==> src/rtl/req_wb_bridge_pkg.sv <==
// req_wb_bridge_pkg: FSM encoding and bus constants shared with the CPU interface stage
package req_wb_bridge_pkg;
   typedef enum logic [1:0] {IDLE, RD_REQ, WR_WAIT, WR_REQ} state_t;
   localparam logic [2:0] LEN_SINGLE = 3'd1;
   localparam logic [2:0] LEN_LINE = 3'd4;
   localparam logic [31:0] ERR_DATA = 32'hFFFF_FFFF;
endpackage

==> src/rtl/sync_fifo.sv <==
// sync_fifo: single-clock FIFO; a push while full is accepted only alongside a pop
module sync_fifo #(
   parameter int WIDTH = 32,
   parameter int DEPTH = 4
) (
   input  logic             clk,
   input  logic             rst,
   input  logic             push,
   input  logic [WIDTH-1:0] push_data,
   input  logic             pop,
   output logic [WIDTH-1:0] pop_data,
   output logic             full,
   output logic             empty
);
   localparam int AW = $clog2(DEPTH);
   logic [WIDTH-1:0] mem [DEPTH];
   logic [AW:0] wp, rp;
   logic do_push, do_pop;
   assign empty = wp == rp;
   assign full = (wp[AW] != rp[AW]) && (wp[AW-1:0] == rp[AW-1:0]);
   assign do_pop = pop && !empty;
   assign do_push = push && (!full || do_pop);
   assign pop_data = mem[rp[AW-1:0]];
   always_ff @(posedge clk or posedge rst)
      if (rst) begin
         wp <= '0;
         rp <= '0;
      end else begin
         if (do_push) wp <= wp + 1'b1;
         if (do_pop) rp <= rp + 1'b1;
      end
   always_ff @(posedge clk)
      if (do_push) mem[wp[AW-1:0]] <= push_data;
endmodule

==> src/rtl/req_wb_bridge.sv <==
// req_wb_bridge: runs CPU bus requests as 1 or 4 Wishbone classic single-beat cycles
// Defining REQ_WB_BRIDGE_TIMEOUT_EN forces beat completion after TIMEOUT unacked strobe cycles.
module req_wb_bridge
   import req_wb_bridge_pkg::*;
#(
   parameter int FIFO_DEPTH = 4,
   parameter int TIMEOUT = 255
) (
   input  logic        clk_i,
   input  logic        rst_i,
   input  logic        req_valid,
   output logic        req_ready,
   input  logic [2:0]  req_len,
   input  logic [3:0]  req_mask,
   input  logic [31:0] req_addr,
   input  logic        req_we,
   input  logic        write_valid,
   input  logic [31:0] write_data,
   output logic        read_valid,
   output logic [31:0] read_data,
   input  logic        read_ack,
   output logic        wb_cyc_o,
   output logic        wb_stb_o,
   output logic        wb_we_o,
   output logic [31:0] wb_adr_o,
   output logic [3:0]  wb_sel_o,
   output logic [31:0] wb_dat_o,
   input  logic [31:0] wb_dat_i,
   input  logic        wb_ack_i,
   input  logic        wb_err_i,
   output logic        wr_ovf_o
);
   state_t state;
   logic run, line, done, last, to_hit, bus_err;
   logic [31:2] addr;
   logic [3:0] mask;
   logic [1:0] beat;
   logic [31:0] cur_adr, wr_head;
   logic [3:0] cur_sel;
   logic wr_full, wr_empty, wr_pop, rd_full, rd_empty, rd_push;
   // run keeps req_ready low while reset is held and for the first clock after release
   assign req_ready = run && state == IDLE && rd_empty;
   assign read_valid = !rd_empty;
   assign done = wb_stb_o && (wb_ack_i || wb_err_i || to_hit);
   assign bus_err = wb_err_i || (to_hit && !wb_ack_i);
   assign last = !line || beat == 2'd3;
   assign rd_push = done && !wb_we_o;
   assign wr_pop = done && wb_we_o;
   assign cur_adr = {addr[31:4], addr[3:2] + beat, 2'b00};
   assign cur_sel = line ? 4'hF : mask;
`ifdef REQ_WB_BRIDGE_TIMEOUT_EN
   logic [15:0] to_cnt;
   assign to_hit = wb_stb_o && to_cnt == 16'(TIMEOUT - 1);
   always_ff @(posedge clk_i or posedge rst_i)
      if (rst_i) to_cnt <= '0;
      else to_cnt <= (wb_stb_o && !done) ? to_cnt + 16'd1 : '0;
`else
   assign to_hit = 1'b0;
`endif
   sync_fifo #(.WIDTH(32), .DEPTH(FIFO_DEPTH)) u_wr_fifo (
      .clk(clk_i), .rst(rst_i), .push(write_valid), .push_data(write_data),
      .pop(wr_pop), .pop_data(wr_head), .full(wr_full), .empty(wr_empty)
   );
   sync_fifo #(.WIDTH(32), .DEPTH(FIFO_DEPTH)) u_rd_fifo (
      .clk(clk_i), .rst(rst_i), .push(rd_push), .push_data(bus_err ? ERR_DATA : wb_dat_i),
      .pop(read_ack), .pop_data(read_data), .full(rd_full), .empty(rd_empty)
   );
   always_ff @(posedge clk_i or posedge rst_i)
      if (rst_i) begin
         state <= IDLE;
         run <= 1'b0;
         line <= 1'b0;
         addr <= '0;
         mask <= '0;
         beat <= '0;
         wb_cyc_o <= 1'b0;
         wb_stb_o <= 1'b0;
         wb_we_o <= 1'b0;
         wb_adr_o <= '0;
         wb_sel_o <= '0;
         wb_dat_o <= '0;
         wr_ovf_o <= 1'b0;
      end else begin
         run <= 1'b1;
         if (write_valid && wr_full && !wr_pop) wr_ovf_o <= 1'b1;
         if (done) begin
            wb_cyc_o <= 1'b0;
            wb_stb_o <= 1'b0;
            beat <= beat + 2'd1;
         end
         case (state)
            IDLE:
               if (req_valid && req_ready) begin
                  addr <= req_addr[31:2];
                  line <= req_len == LEN_LINE;
                  mask <= req_mask;
                  beat <= '0;
                  state <= req_we ? WR_WAIT : RD_REQ;
               end
            RD_REQ:
               if (done) state <= last ? IDLE : RD_REQ;
               else if (!wb_cyc_o && !rd_full) begin
                  wb_cyc_o <= 1'b1;
                  wb_stb_o <= 1'b1;
                  wb_we_o <= 1'b0;
                  wb_adr_o <= cur_adr;
                  wb_sel_o <= cur_sel;
               end
            WR_WAIT:
               if (!wr_empty) begin
                  wb_cyc_o <= 1'b1;
                  wb_stb_o <= 1'b1;
                  wb_we_o <= 1'b1;
                  wb_adr_o <= cur_adr;
                  wb_sel_o <= cur_sel;
                  wb_dat_o <= wr_head;
                  state <= WR_REQ;
               end
            WR_REQ:
               if (done) state <= last ? IDLE : WR_WAIT;
            default: state <= IDLE;
         endcase
      end
endmodule

==> config.mk <==
export PLATFORM = sky130hd
export DESIGN_NAME = req_wb_bridge
export DESIGN_NICKNAME = d
export VERILOG_FILES = /design/src/rtl/req_wb_bridge_pkg.sv /design/src/rtl/sync_fifo.sv /design/src/rtl/req_wb_bridge.sv
export SDC_FILE = /design/constraint.sdc
export NUM_CORES = 1
export LEC_CHECK = 0
export ABC_AREA = 1
export CAP_MARGIN = 10
export CORE_UTILIZATION = 51
export DETAILED_ROUTE_END_ITERATION = 16
export MAX_ROUTING_LAYER = met4
export PLACE_DENSITY = 0.75
export SLEW_MARGIN = 20
export SYNTH_ARGS = -nofsm -noshare
export SYNTH_HDL_FRONTEND = slang
export SYNTH_SLANG_ARGS = --single-unit
==> constraint.sdc <==
create_clock -name clk_i -period 6 [get_ports clk_i]
set_input_delay 0.9 -clock clk_i [delete_from_list [all_inputs] [get_ports clk_i]]
set_output_delay 0.9 -clock clk_i [all_outputs]
set_load 0.03 [all_outputs]
## Yosys cells after proc, flatten, opt, wreduce, memory -nomap -nowiden

Memory sizes are Yosys's and may differ from the RTL's. A register that Yosys moved wholly into a read port is not among the register bits.
Index checks and enable logic that the tools add are counted.

- Memories kept: 2
- Word-level logic and storage cells: 114
- Input port bits: 111
- Bits in writable memories: 256
- Bits in registers: 92
- Output and inout bits: 106

- $add $sub $neg: 6
- Equal/unequal tests: 17
- Reduce and logical (&&, ||, !) cells: 33
- Muxes and demuxes: 39
- Bitwise gates (word level): 1

Memories:

| memory | words | width | rd ports | clocked after Yosys merged registers in | wr ports | RTL line | source |
|---|---|---|---|---|---|---|---|
| u_rd_fifo.mem | 4 | 32 | 1 | 0 | 1 | sync_fifo.sv:16 | `logic [WIDTH-1:0] mem [DEPTH];` |
| u_wr_fifo.mem | 4 | 32 | 1 | 1 | 1 | sync_fifo.sv:16 |  |

Operators by type and width:

| operator | count |
|---|---|
| 2-to-1 mux 32 bit | 4 |
| case mux 32 bit (2 select lines) | 1 |
| 2-to-1 mux 2 bit | 9 |
| 2-to-1 mux 1 bit | 16 |
| 2-to-1 mux 4 bit | 4 |
| logical AND 1 bit | 15 |
| adder 3 x 1 -> 3 bit, second input constant | 4 |
| != test 2 bit, second input constant | 5 |
| zero test 1 bit | 8 |
| case mux 2 bit (4 select lines) | 1 |
| case mux 4 bit (2 select lines) | 1 |
| AND reduction 4 bit | 2 |
| == test 2 bit, second input constant | 3 |
| == test 3 bit | 2 |
| case mux 1 bit (2 select lines) | 3 |
| == test 2 bit | 2 |
| logical OR 1 bit | 4 |
| AND reduction 2 bit | 2 |
| == test 3 bit, second input constant | 1 |
| adder 2 x 1 -> 2 bit, second input constant | 1 |
| adder 2 bit | 1 |
| == test 2 x 1 -> 1 bit, second input constant | 1 |
| zero test 2 bit | 1 |
| != test 1 bit | 2 |
| other kinds (3) | 3 |

## Depth between registers and ports, before layout

Gate-level depths: netlist (run 1).

- Depth in word-level cells: 8
- Mapped depth: 10
- Gate-level depth less buffers: 9

## Hierarchy

From an unflattened synthesis (run 1), not the netlist that was laid out.

- Cells, all modules: 1,310
- Area total of the unflattened synthesis: 15,188.3 um2

Modules (own cells, without submodules):

| module | times used | cells an instance | seq. area each (um2) | area each (um2) |
|---|---|---|---|---|
| sync_fifo | 2 | 370 | 3,993.8 | 5,178.7 |
| req_wb_bridge | 1 | 570 | 2,752.6 | 4,830.9 |

## Worst setup path after synthesis (run 1)

OpenSTA, ideal clock, no wires.

- Kind: input to register
- Start: input port wb_ack_i
- End: memory u_wr_fifo.mem[0][0] (enable)
- Buffers on the path: 0
- Setup time: 0.421 ns
- Path slack: 2.689 ns
- Cell stages on the path: 6
- Arrival: 2.890 ns
- Data required time: 5.579 ns
- Cells stage by stage: o21ai_2 > nor2_1 > nand2_2 > nand2_1 > nand2_1 > nor2_1

- Word-level cells in the longest chain between the ends: 8

Ends and longest elaborated chain:

| element | RTL line | source |
|---|---|---|
| from (decl) | req_wb_bridge.sv:29 | `input logic wb_ack_i,` |
| logical OR 1 bit | req_wb_bridge.sv:44 | `assign done = wb_stb_o && (wb_ack_i \|\| wb_err_i \|\| to_hit);` |
| logical AND 1 bit | req_wb_bridge.sv:44 |  |
| logical AND 1 bit | req_wb_bridge.sv:48 | `assign wr_pop = done && wb_we_o;` |
| logical AND 1 bit | sync_fifo.sv:21 | `assign do_pop = pop && !empty;` |
| logical OR 1 bit | sync_fifo.sv:22 | `assign do_push = push && (!full \|\| do_pop);` |
| logical AND 1 bit | sync_fifo.sv:22 |  |
| 2-to-1 mux 1 bit | sync_fifo.sv:33 | `if (do_push) mem[wp[AW-1:0]] <= push_data;` |
| 2-to-1 mux 1 bit (implied by the code) | sync_fifo.sv:33 |  |
| to (decl) | sync_fifo.sv:16 |  |

No other way between the ends.

## Worst setup path in the final report (run 1)

- Start: register u_rd_fifo.rp[0]
- End: output port read_data[3]

- Word-level cells in the longest chain between the ends: 1

Ends and longest elaborated chain:

| element | RTL line | source |
|---|---|---|
| from (decl) | sync_fifo.sv:17 | `logic [AW:0] wp, rp;` |
| from (signal assigned) | sync_fifo.sv:30 | `if (do_pop) rp <= rp + 1'b1;` |
| memory (4 x 32 bit) | - |  |
| to (decl) | req_wb_bridge.sv:20 | `output logic [31:0] read_data,` |

No other way between the ends.

==> run summary, run 1 <==
grt total ovfl - 0
count of state elements after synthesis - 378
IO buf count - 212
Max Cap Violations - 0
post-synthesis sequential area ratio - 70.8%
CP Capture Type - output pin
CTS H-tree depth - 2
total track usage - 22.5%
Synth Cell Area - 15,200 um2
fraction of registers with async set/reset - 32.3%
core area - 28,900 um2
CP max FO - 68
post-route setup slack - 2.00 ns
CP Data Required Time - 5.10 ns
via count - 10,095
area delta synth->final - 24.8%
gp weighted congestion - 0.775
Skew-Pair Late Insertion Delay - 0.53 ns
pre-CTS WS - 1.97 ns
largest net degree at the start of global routing - 69
number of global-route vias before repair - 10,158
fin crit share - 66.6%
Vias/cell - 5.30
CP Class - flip-flop to output pin
number of flops mapped to enable cells by yosys - 256
Pwr Total - 10.3 mW
num rows - 62
IR drop worst, VDD - 404 uV
Root Buffer - clkbuf_16
CTS Hold Buffers Added - 0
clk sinks - 378
post-CTS setup buffers - 0
Clk pwr share - 23.8%
Reg clk slew, reported paths - 0.06 ns
CP arrival - 3.10 ns
Placed Area - 17,500 um2
Area contributors post-synth - edfxtp_1, dfrtp_1, nand2_1
RSZ-0062 raised after global routing - no
post-CTS sizing - 0
DR pass1 iterations - 5
sequential power share - 37.8%
Int Power - 6.39 mW
clock period minus worst slack - 4.00 ns
register area - 10,700 um2
Avg Cell Area, Syn - 11.8 um2
footprint of the multi-input gates - 3950 um2
power density over the cells - 546 nW/um2
Fillers - 2,142
global-route wire length before repair - 52,500 um
Distinct cells, synth - 38
outcome - complete, no violations
Combinational Power Share - 38.4%
die boundary width - 174 um
Detailed Route WL - 32,800 um
static leakage - 7.41 nW
YS warnings - 0
Hold WC Path Type - flip-flop to flip-flop
clock buffer count from CTS - 39
Worst-Margin Slew - 1.07 ns
ys flop type - edfxtp_1
layout cells sized above 1 - 9.50%
Net Sw Power - 3.94 mW
DP HPWL - 18,600 um
Post-synth top cells - nand2_1, edfxtp_1, nor2_1
Ports - 217
CTS tree - yes
cell with the most instances after synthesis - nand2_1
Yosys top cell area share - 50.7%
Slew HR - 28.8%
Placed Cells - 1,825
Routed Antenna Nets - 0
Net count, final - 1,612
CTS max path bufs - 3
Die Y - 174 um
Setup Viol. Count Final - 0
Critical Path Source Type - flip-flop
DRC - 0
final setup TNS - 0 ns
Sw Share - 38.2%
area leader, netlist - edfxtp_1
Hold Vio Cnt, Final - 0
max-slew violation count - 0
achievable frequency - 250 MHz
initial antenna violation count - 4
Synth Instances - 1,289
routed len/inst - 17.2 um
Iteration-0 DRC Markers - 855
Die Area - 30,400 um2
Initial Utilization - 52.4%
cell area after layout - 18,900 um2
post-route insts no fill - 1,903
Setup Skew - 0.0242 ns
[registers in the layout, summed over array words and instances, names as in the netlist, 4 cells and up]
signal         cells
wb_dat_o          32
mask               4
u_rd_fifo.mem    128
addr              30
u_wr_fifo.mem    128
wb_sel_o           4
wb_adr_o          30
[power by group through the flow]
stage	combinational [mW]	sequential (mW)	clock, mW
after global routing	4.35	3.98	2.60
after floorplan	2.35	4.16	0
final	3.96	3.90	2.46
after CTS	3.99	3.90	2.50
after global placement	3.88	3.92	0
after detailed placement	3.96	3.94	0
[cell families (layout without fill, tap and decap cells)]
logic type / Yosys count / after routing / synth area share, %
simple gates: 558 / 558 / 15.9
flops: 378 / 378 / 70.8
compound gates: 210 / 210 / 7.66
buf+inv: 114 / 339 / 3.52
fa+ha+maj: 17 / 17 / 1.40
xor+xnor: 10 / 10 / 0.578
other cells: 2 / 7 / 0.0495
[through the flow]
stage                     util [%]  hold WS (ns)
after detailed placement      60.6         0.458
after global routing          65.4         0.485
after floorplan                  -         0.450
after CTS                     65.2         0.473
final                         65.4         0.470
after global placement        60.6         0.453
[cell usage in the layout, fill, tap and decap left out, types with 12 or more instances in the layout]
cell type	count
o22ai_1	64
nor2_1	143
ha_1	17
clkdlybuf4s50_1	212
dfrtp_1	120
clkbuf_16	40
nand2_2	12
edfxtp_1	256
inv_1	38
o21ai_0	130
nand2_1	276
or2_2	32
nand3_1	72
[worst paths after layout]
check | slack, ns | end | start | cells past startpoint
max | 2.00 | read_data[3] | u_rd_fifo.rp[0]$_DFFE_PP0P_ | 5
min | 0.47 | wb_adr_o[24]$_DFFE_PP0P_ | wb_adr_o[24]$_DFFE_PP0P_ | 2
max reg2reg | 2.40 | u_wr_fifo.mem[0][28]$_DFFE_PP_ | u_wr_fifo.rp[0]$_DFFE_PP0P_ | 9
min reg2reg | 0.47 | wb_adr_o[24]$_DFFE_PP0P_ | wb_adr_o[24]$_DFFE_PP0P_ | 2
max in group asynchronous | 4.23 | u_rd_fifo.rp[0]$_DFFE_PP0P_ | rst_i | 3
min in group asynchronous | 0.73 | addr[26]$_DFFE_PP0P_ | rst_i | 2
[final cells by class]
type,instances,area share (%)
diodes,4,0.0529
repair buffers,224,11.9
clock buffers,54,5.73
multi-input cells,798,20.9
well taps,384,2.54
clock inverters,18,1.26
inverters,43,0.866
flip-flops and latches,378,56.8
[metal layers]
| metal | wire length, um | share of wire (%) | vias to the layer above | track usage (%) |
|---|---|---|---|---|
| met5 | 0 | 0 | - | - |
| met4 | 1000 | 3.1 | 0 | 8.55 |
| met3 | 1950 | 5.9 | 67 | 4.51 |
| met2 | 16100 | 49 | 312 | 37.0 |
| met1 | 13800 | 42 | 4876 | 27.6 |
| li1 | - | - | 4840 | - |
[critical path, stage by stage, from the launching register on]
cell             delay (ns)
dfrtp_4                0.75
inv_2                  0.13
buf_4                  0.55
o21ai_0                0.18
o22ai_1                0.23
clkdlybuf4s50_1        0.71
Power figures use the tool's default switching activity.
==> run 2, diff against run 1 <==
Clock period 6 ns to 3.9 ns, I/O delays scaled along.
==> run 2 against run 1 <==
Compared with the run above:
- global-route usage up 0.17 points
- power up 54%
- largest power group unchanged
- flip-flop and latch count unchanged
- clock skew down 0.0082 ns
- combinational power up 59%
- non-clock buffer count up 11
- clock-buffer cell count unchanged
- core utilization up 0.27 points
- via count up 0.55%
- sequential share of layout area down 0.26 points
- setup slack worse by 1.4 ns
==> run summary, run 2 (synthesis gave the netlist of run 1 again) <==
Buf+Inv Stages, Crit Path - 3
grt total ovfl - 0
num rows - 62
post-route insts no fill - 1,910
RSZ-0062 raised after global routing - no
Vias/cell - 5.31
area delta synth->final - 25.4%
post-CTS setup buffers - 0
Iteration-0 DRC Markers - 710
routed len/inst - 17.5 um
CTS H-tree depth - 2
Net count, final - 1,623
static leakage - 7.46 nW
layout cells sized above 1 - 9.84%
power density over the cells - 840 nW/um2
Die Y - 174 um
global-route wire length before repair - 52,500 um
Setup Skew - 0.0160 ns
clock period minus worst slack - 3.33 ns
DR pass1 iterations - 5
largest net degree at the start of global routing - 68
Setup crit end - read_data[3]
via count - 10,151
Placed Area - 17,700 um2
Fillers - 2,131
reg2reg setup slack - 1.12 ns
Hold Vio Cnt, Final - 0
post-CTS sizing - 0
Die Area - 30,400 um2
CTS tree - yes
Routed Antenna Nets - 0
clock buffer count from CTS - 39
outcome - complete, no violations
Critical-path top delay cell - clkdlybuf4s50_1
Crit. Startpoint - u_rd_fifo.rp[0]$_DFFE_PP0P_
max-slew violation count - 0
total track usage - 22.7%
Setup Viol. Count Final - 0
CP Capture Type - output pin
r2r startpoint - u_rd_fifo.rp[0]$_DFFE_PP0P_
IO buf count - 212
Reg2Reg Depth - 8
fin crit share - 85.4%
most common cell after layout, fill and taps aside - nand2_1
CP max stage delay - 0.71 ns
CP max FO - 34
Root Buffer - clkbuf_16
Max Cap Violations - 0
Placed Cells - 1,838
Detailed Route WL - 33,400 um
CP Data Required Time - 3.31 ns
core area - 28,900 um2
DRC - 0
die boundary width - 174 um
Worst-Margin Slew - 1.12 ns
Ports - 217
final setup TNS - 0 ns
R2R Path End - u_rd_fifo.mem[0][27]$_DFFE_PP_
achievable frequency - 300 MHz
initial antenna violation count - 2
CTS max path bufs - 3
cell area after layout - 19,000 um2
CP Class - flip-flop to output pin
Hold WC Path Type - flip-flop to flip-flop
Initial Utilization - 52.4%
Layout Utilization - 65.7%
commonest non-fill, non-tap cells in the layout - nand2_1, edfxtp_1, clkdlybuf4s50_1
number of global-route vias before repair - 10,119
Slew HR - 25.4%
DP HPWL - 19,500 um
worst-path cell chain - inv_2, buf_4, o21ai_0, o22ai_1, clkdlybuf4s50_1
CTS Hold Buffers Added - 0
Levels on crit path - 5
clk sinks - 378
Pwr Total - 16.0 mW
Skew-Pair Late Insertion Delay - 0.52 ns
IR drop worst, VDD - 537 uV
Crit path max-delay family - buffers and inverters
gp weighted congestion - 0.769
Reg clk slew, reported paths - 0.06 ns
CP arrival - 2.75 ns
Critical Path Source Type - flip-flop
run 2: changes by cell type in the layout (fill, tap and decap cells not counted):
| cell | before | now |
|---|---|---|
| clkinv_4 | 0 | 1 |
| inv_6 | 2 | 1 |
| clkinvlp_4 | 2 | 1 |
| clkinv_2 | 7 | 2 |
| buf_16 | 2 | 0 |
| dfrtp_2 | 0 | 2 |
| diode_2 | 4 | 2 |
| bufinv_16 | 5 | 6 |
| clkinv_1 | 2 | 5 |
| buf_12 | 0 | 3 |
| buf_4 | 10 | 20 |
| dfrtp_4 | 2 | 0 |
run 2: worst min path at each step:
| stage | startpoint | to | slack [ns] | cells past startpoint |
|---|---|---|---|---|
| finish | wb_sel_o[1]$_DFFE_PP0P_ | wb_sel_o[1]$_DFFE_PP0P_ | 0.47 | 2 |
| global route | wb_adr_o[3]$_DFFE_PP0P_ | wb_adr_o[3]$_DFFE_PP0P_ | 0.48 | 2 |
| CTS | wb_adr_o[3]$_DFFE_PP0P_ | wb_adr_o[3]$_DFFE_PP0P_ | 0.47 | 2 |
| detailed placement | wb_sel_o[1]$_DFFE_PP0P_ | wb_sel_o[1]$_DFFE_PP0P_ | 0.46 | 2 |
| global placement | wb_adr_o[3]$_DFFE_PP0P_ | wb_adr_o[3]$_DFFE_PP0P_ | 0.45 | 2 |
| floorplan | addr[21]$_DFFE_PP0P_ | addr[21]$_DFFE_PP0P_ | 0.45 | 2 |
run 2: where the power goes:
| part | total, mW | leakage [nW] | internal, mW | switching (mW) |
|---|---|---|---|---|
| clock | 3.81 | 0.642 | 2.35 | 1.46 |
| sequential | 5.84 | 3.83 | 5.36 | 0.476 |
| combinational | 6.30 | 2.99 | 2.19 | 4.11 |
run 2: layout make-up:
class                   instances  area [um2]  area share, %
clock buffers                  54        1080           5.70
inverters                      43         164          0.862
repair buffers                235        2330           12.3
flip-flops and latches        378       10700           56.5
multi-input cells             798        3950           20.8
clock inverters                16         246           1.30
well taps                     384         480           2.53
diodes                          2        5.00         0.0263
run 2: tightest hold or removal path: cells and delay by family, from the launching register on:
kind,cells,cell delay [ns]
flops,1,0.34
simple gates,2,0.09
run 2: per-stage QoR:
stage	setup WS (ns)	hold WS [ns]
final	0.569	0.466
after global routing	0.371	0.481
after CTS	0.549	0.473
after detailed placement	0.888	0.458
after global placement	0.954	0.452
after floorplan	0.0725	0.450
run 2: per-layer routing:
layer	track usage (%)	share of wire (%)	up-vias
li1	-	-	4859
met1	28.2	42	4925
met2	38.1	50	318
met3	3.96	6.0	49
met4	6.91	2.1	0
met5	-	0	-
